### src/rtl/traffic_pkg.sv
// Shared types and default timing for the multi-way traffic intersection controller.
package traffic_pkg;

    typedef enum logic [1:0] {
        ALL_RED = 2'd0,
        GREEN   = 2'd1,
        YELLOW  = 2'd2,
        FLASH   = 2'd3
    } state_e;

    localparam int unsigned DEF_N_WAYS    = 2;
    localparam int unsigned DEF_GRN_CYC   = 8;
    localparam int unsigned DEF_YLW_CYC   = 3;
    localparam int unsigned DEF_AR_CYC    = 2;
    localparam int unsigned DEF_WALK_CYC  = 4;
    localparam int unsigned DEF_FLASH_CYC = 5;

    function automatic int unsigned max2(input int unsigned a, input int unsigned b);
        return (a > b) ? a : b;
    endfunction

endpackage

### src/rtl/phase_timer.sv
// Loadable down-counter that times each lamp phase; saturates at zero.
module phase_timer #(
    parameter int unsigned CW = 4
) (
    input  logic          clk,
    input  logic          reset,
    input  logic          load,
    input  logic [CW-1:0] load_val,
    output logic [CW-1:0] value,
    output logic          done
);

    logic [CW-1:0] value_q, value_d;
    logic          done_q, done_d;

    always_comb begin
        value_d = value_q;
        if (load) begin
            value_d = load_val;
        end else if (value_q != '0) begin
            value_d = value_q - CW'(1);
        end
        done_d = (value_d == '0);
    end

    always_ff @(posedge clk or posedge reset) begin
        if (reset) begin
            value_q <= '0;
            done_q  <= 1'b1;
        end else begin
            value_q <= value_d;
            done_q  <= done_d;
        end
    end

    assign value = value_q;
    assign done  = done_q;

endmodule

### src/rtl/multi_way_intersection.sv
// Round-robin traffic light controller with pedestrian walk service and flashing-yellow mode.
module multi_way_intersection
    import traffic_pkg::*;
#(
    parameter int unsigned N_WAYS    = DEF_N_WAYS,
    parameter int unsigned GRN_CYC   = DEF_GRN_CYC,
    parameter int unsigned YLW_CYC   = DEF_YLW_CYC,
    parameter int unsigned AR_CYC    = DEF_AR_CYC,
    parameter int unsigned WALK_CYC  = DEF_WALK_CYC,
    parameter int unsigned FLASH_CYC = DEF_FLASH_CYC
) (
    input  logic              clk,
    input  logic              reset,
    input  logic [N_WAYS-1:0] ped_req,
    input  logic              flash_mode,
    output logic [N_WAYS-1:0] red,
    output logic [N_WAYS-1:0] ylw,
    output logic [N_WAYS-1:0] grn,
    output logic [N_WAYS-1:0] walk
);

    localparam int unsigned MAX_CYC = max2(max2(GRN_CYC, YLW_CYC), max2(AR_CYC, FLASH_CYC));
    localparam int unsigned CW      = $clog2(MAX_CYC + 1);
    localparam int unsigned WW      = $clog2(N_WAYS);

    localparam logic [CW-1:0] GRN_LD   = CW'(GRN_CYC - 1);
    localparam logic [CW-1:0] YLW_LD   = CW'(YLW_CYC - 1);
    localparam logic [CW-1:0] AR_LD    = CW'(AR_CYC - 1);
    localparam logic [CW-1:0] FLASH_LD = CW'(FLASH_CYC - 1);
    localparam logic [CW-1:0] AR_FIRST = CW'((AR_CYC > 1) ? AR_CYC - 2 : 0);
    localparam logic [CW-1:0] WALK_MIN = CW'(GRN_CYC - WALK_CYC);
    localparam logic [WW-1:0] LAST_WAY = WW'(N_WAYS - 1);

    if (N_WAYS < 2 || N_WAYS > 8 || GRN_CYC < 1 || YLW_CYC < 1 || AR_CYC < 1 ||
        WALK_CYC < 1 || WALK_CYC > GRN_CYC || FLASH_CYC < 1) begin : g_param_err
        $error("multi_way_intersection: illegal parameter value");
    end

    state_e            state_q, state_d;
    logic [WW-1:0]     cur_way_q, cur_way_d;
    logic [N_WAYS-1:0] ped_pend_q, ped_pend_d;
    logic              serviced_q, serviced_d;
    logic              flash_on_q, flash_on_d;
    logic              fresh_q, fresh_d;

    logic [N_WAYS-1:0] red_q, red_d, ylw_q, ylw_d, grn_q, grn_d, walk_q, walk_d;

    logic              t_load;
    logic [CW-1:0]     t_val;
    logic [CW-1:0]     t_value;
    logic              t_done;

    phase_timer #(.CW(CW)) u_timer (
        .clk      (clk),
        .reset    (reset),
        .load     (t_load),
        .load_val (t_val),
        .value    (t_value),
        .done     (t_done)
    );

    // Next-state, way pointer and pending-request bookkeeping.
    always_comb begin
        state_d    = state_q;
        cur_way_d  = cur_way_q;
        ped_pend_d = ped_pend_q | ped_req;
        serviced_d = serviced_q;
        flash_on_d = flash_on_q;
        fresh_d    = 1'b0;
        t_load     = 1'b0;
        t_val      = '0;

        case (state_q)
            ALL_RED: begin
                // Timer holds zero out of reset, so the first clearance is stretched to full length.
                if (fresh_q && (AR_CYC > 1)) begin
                    t_load = 1'b1;
                    t_val  = AR_FIRST;
                end else if (t_done) begin
                    t_load = 1'b1;
                    if (flash_mode) begin
                        state_d    = FLASH;
                        flash_on_d = 1'b1;
                        t_val      = FLASH_LD;
                    end else begin
                        state_d               = GREEN;
                        serviced_d            = ped_pend_d[cur_way_q];
                        ped_pend_d[cur_way_q] = 1'b0;
                        t_val                 = GRN_LD;
                    end
                end
            end
            GREEN: begin
                if (t_done) begin
                    state_d = YELLOW;
                    t_load  = 1'b1;
                    t_val   = YLW_LD;
                end
            end
            YELLOW: begin
                if (t_done) begin
                    state_d   = ALL_RED;
                    t_load    = 1'b1;
                    t_val     = AR_LD;
                    cur_way_d = (cur_way_q == LAST_WAY) ? '0 : cur_way_q + WW'(1);
                end
            end
            FLASH: begin
                if (t_done) begin
                    t_load = 1'b1;
                    t_val  = FLASH_LD;
                    if (flash_on_q) begin
                        flash_on_d = 1'b0;
                    end else if (!flash_mode) begin
                        state_d = ALL_RED;
                        t_val   = AR_LD;
                    end else begin
                        flash_on_d = 1'b1;
                    end
                end
            end
            default: state_d = ALL_RED;
        endcase
    end

    // Lamp decode from the upcoming state so the lamp flops track the state register.
    always_comb begin
        red_d  = '1;
        ylw_d  = '0;
        grn_d  = '0;
        walk_d = '0;
        case (state_d)
            GREEN: begin
                red_d[cur_way_d]  = 1'b0;
                grn_d[cur_way_d]  = 1'b1;
                walk_d[cur_way_d] = serviced_d && ((state_q != GREEN) || (t_value > WALK_MIN));
            end
            YELLOW: begin
                red_d[cur_way_d] = 1'b0;
                ylw_d[cur_way_d] = 1'b1;
            end
            FLASH: begin
                red_d = '0;
                ylw_d = flash_on_d ? '1 : '0;
            end
            default: ;
        endcase
    end

    always_ff @(posedge clk or posedge reset) begin
        if (reset) begin
            state_q    <= ALL_RED;
            cur_way_q  <= '0;
            ped_pend_q <= '0;
            serviced_q <= 1'b0;
            flash_on_q <= 1'b0;
            fresh_q    <= 1'b1;
            red_q      <= '1;
            ylw_q      <= '0;
            grn_q      <= '0;
            walk_q     <= '0;
        end else begin
            state_q    <= state_d;
            cur_way_q  <= cur_way_d;
            ped_pend_q <= ped_pend_d;
            serviced_q <= serviced_d;
            flash_on_q <= flash_on_d;
            fresh_q    <= fresh_d;
            red_q      <= red_d;
            ylw_q      <= ylw_d;
            grn_q      <= grn_d;
            walk_q     <= walk_d;
        end
    end

    assign red  = red_q;
    assign ylw  = ylw_q;
    assign grn  = grn_q;
    assign walk = walk_q;

endmodule

### config.mk
export PLATFORM = sky130hd
export DESIGN_NAME = multi_way_intersection
export DESIGN_NICKNAME = d
export VERILOG_FILES = /design/src/rtl/traffic_pkg.sv /design/src/rtl/phase_timer.sv /design/src/rtl/multi_way_intersection.sv
export SDC_FILE = /design/constraint.sdc
export NUM_CORES = 1
export LEC_CHECK = 0
export CORE_ASPECT_RATIO = 1.25
export CORE_MARGIN = 2
export CORE_UTILIZATION = 45
export CTS_BUF_LIST = sky130_fd_sc_hd__clkbuf_8
export CTS_CLUSTER_DIAMETER = 200
export DETAILED_ROUTE_END_ITERATION = 10
export PLACE_DENSITY = 0.69
export SYNTH_ARGS = -nofsm -noshare
export SYNTH_HDL_FRONTEND = slang
export SYNTH_SLANG_ARGS = --single-unit
### constraint.sdc
create_clock -name clk -period 1.95 [get_ports clk]
set_input_delay 0.2925 -clock clk [delete_from_list [all_inputs] [get_ports clk]]
set_output_delay 0.2925 -clock clk [all_outputs]
set_load 0.05 [all_outputs]
==> results_dict.tcl <==
set metrics [dict create \
    status "complete, no violations" \
    fin_skew_ps 4.02 \
    cap_violations 0 \
    vdd_drop_max_mv 0.965 \
    cellLeakagePower_uw 0.000633 \
    rrSetupSlack_ps 100 \
    totalWireLength_mm 2.12 \
    avgSynthCellArea_um2 10.8 \
    crit_path_max_fanout 1 \
    diodes 0 \
    slowest_stage "clkdlybuf4s50_1" \
    die_width_um 48.7 \
    synth_nets 117 \
    ys.flop_type "dfrtp_1" \
    post-route-period-util_pct 95.6 \
    endpoint "red[0]" \
    clk_latency_ps 260 \
    power_density_mw_per_mm2 1680 \
    critPathMaxStageDelay_ps 790 \
    start_util_pct 46.9 \
    hp-class "input port to async pin" \
    cp.required_ps 1660 \
    clock_sinks 21 \
    r2r_cells 8 \
    dr.pass1.iters 4 \
    cts_tree "yes" \
    design_area_mm2 0.00142 \
    drc_errors 0 \
    async_flop_share_pct 100 \
    critPathBufInv 1 \
    worst_slew_pin_slew_ps 500 \
    syn_area_mm2 0.00113 \
    place.gp.congestion 0.845 \
    viasPerCell 5.01 \
    synth_edf_count 0 \
    vias 817 \
    path_cells "clkdlybuf4s50_1" \
    grt_overflow 0 \
    cp.depth 1 \
    clock-root-buffer "clkbuf_8" \
    post-route-util_pct 59.2 \
    fin_cells 163 \
    yosysWarnings 0 \
    r2r-start "state_q[0]" \
    nets 144 \
    port_buffers 12 \
    numCtsBuffers 3 \
    hold_viol_final 0 \
    grt_pass1_vias 816 \
    endpoint_kind "primary output" \
    cts_hold_buffers 0 \
    dp_hpwl_mm 1.61 \
    fmax_ghz 0.536 \
    num_io_pins 13 \
    crit_path_start_kind "flop" \
    setup_viol 0 \
    drt-initial-drc-count 11 \
    synth_cells 104 \
    grt_pass1_wl_mm 3.62 \
    rows 20 \
    track_usage_pct 16.4 \
    critical_path_class "flop to primary output" \
    final_layout_size_suffix_gt1_share_pct 27.7 \
    path_clk_slew_ps 70 \
    antenna_found_initial 0 \
    wl_per_cell_um 13.0 \
    die-area_mm2 0.00292 \
    crit_start "red[0]" \
    die_h_um 59.9 \
    h-tree-depth 1 \
    reg2reg_to "ylw[1]" \
    path_delay_family "buffers and inverters" \
    clock_path_buffers 2 \
    drv_slew 0 \
    synthDistinctLibCells 36 \
    numPlacedInstances 157 \
    coreArea_mm2 0.00240 \
    crit_arrival_ps 1570 \
    dpl_cell_area_mm2 0.00135 \
    drtAntennaViolNets 0 \
    slew_headroom_pct 66.5 \
    finalCriticalPeriod_ps 1870 \
    syn2layout_area_growth_pct 26.2 \
    seq_area_frac_synth_pct 47.1 \
    grt_max_degree 22 \
    ys_ff_latch 21 \
]
power by group:
group          internal (uW)  switching [uW]  leakage [uW]
registers                610             108      0.000256
logic                    611             783      0.000349
clock network            140             136     0.0000269
through the flow:
stage | total power (uW) | TNS (ps) | hold WS [ps] | worst slack, ps
after floorplan | 1690 | 0 | 266 | 126
final | 2390 | 0 | 348 | 85.0
after global placement | 2030 | -626 | 445 | -141
after detailed placement | 2070 | -840 | 455 | -186
after global routing | 2570 | -43.7 | 396 | -15.4
after CTS | 2370 | 0 | 356 | 10.8
worst min path at each step:
stage | from | endpoint
2_1_floorplan | reset | cur_way_q
3_3_place_gp | serviced_q | serviced_q
3_5_place_dp | serviced_q | serviced_q
4_1_cts | reset | state_q[0]
5_1_grt | reset | state_q[0]
6_report | reset | state_q[0]
cell type report:
class / count / area [um2]
repair buffers: 24 / 208
multi-input cells: 72 / 563
well taps: 33 / 41.3
flip-flops and latches: 21 / 531
clock buffers: 3 / 41.3
fillers: 210 / 981
clock inverters: 1 / 3.75
inverters: 9 / 33.8
state kept, by name (all words and copies together), names as in the netlist, 2 cells and up:
name / cells
u_timer.value: 4
ylw: 2
grn: 2
state_q: 2
red: 2
ped_pend_q: 2
walk: 2
timing repair:
item | 4_1_cts | 5_1_grt
gates resized for setup | 2 | 5
endpoints found under the setup margin | 4 | 7
pin swaps | 0 | 1
setup buffers | 0 | 2
synth_stat cells, types with 2 or more instances:
master   count  share of area (%)
nor3b_1      2                1.3
and2_1       3                1.7
nor2_2       2                1.1
buf_4        2                1.3
a22o_1       2                1.6
mux2i_1      4                3.6
nor3_1       2               0.89
dfrtp_1     17                 38
dfstp_2      4                9.3
a211o_1      2                1.6
nand2_1      7                2.3
o21ai_0      3                1.3
ha_1         8                8.9
inv_1        8                2.7
nor2_1       8                2.7
nor2b_1      4                2.2
a21oi_1      7                3.1
kinds of logic after synthesis:
group | synth area share [%]
AO/OA/AOI/OAI | 15.9
flip-flops | 47.1
adder cells (fa/ha/maj) | 8.89
buffers and inverters | 4.33
multiplexers | 3.56
AND/OR/NAND/NOR | 18.3
XOR/XNOR | 1.56
other | 0.333
cell usage in the layout, fill, tap and decap left out, types with 2 or more instances in the layout:
cell | netlist | final
dfrtp_1 | 17 | 17
dfstp_2 | 4 | 4
nor3_1 | 2 | 2
ha_1 | 8 | 5
a22o_1 | 2 | 2
nor2b_1 | 4 | 4
nor2_2 | 2 | 2
a21oi_2 | 1 | 2
mux2i_1 | 4 | 4
nor2_1 | 8 | 8
o21ai_1 | 1 | 3
and2_1 | 3 | 3
clkdlybuf4s50_1 | 0 | 11
buf_4 | 2 | 13
a21oi_1 | 7 | 6
a211o_1 | 2 | 2
nand2_1 | 7 | 7
nor3b_1 | 2 | 2
a211oi_2 | 1 | 2
inv_1 | 8 | 9
ha_2 | 0 | 3
clkbuf_8 | 0 | 3
per-layer routing:
metal,wire length (um),global-route usage [%],up-vias
li1,-,-,409
met1,873,19.3,390
met2,1160,29.2,15
met3,58,3.50,3
met4,32,7.35,0
met5,0,0,-
Power figures use the tool's default switching activity.
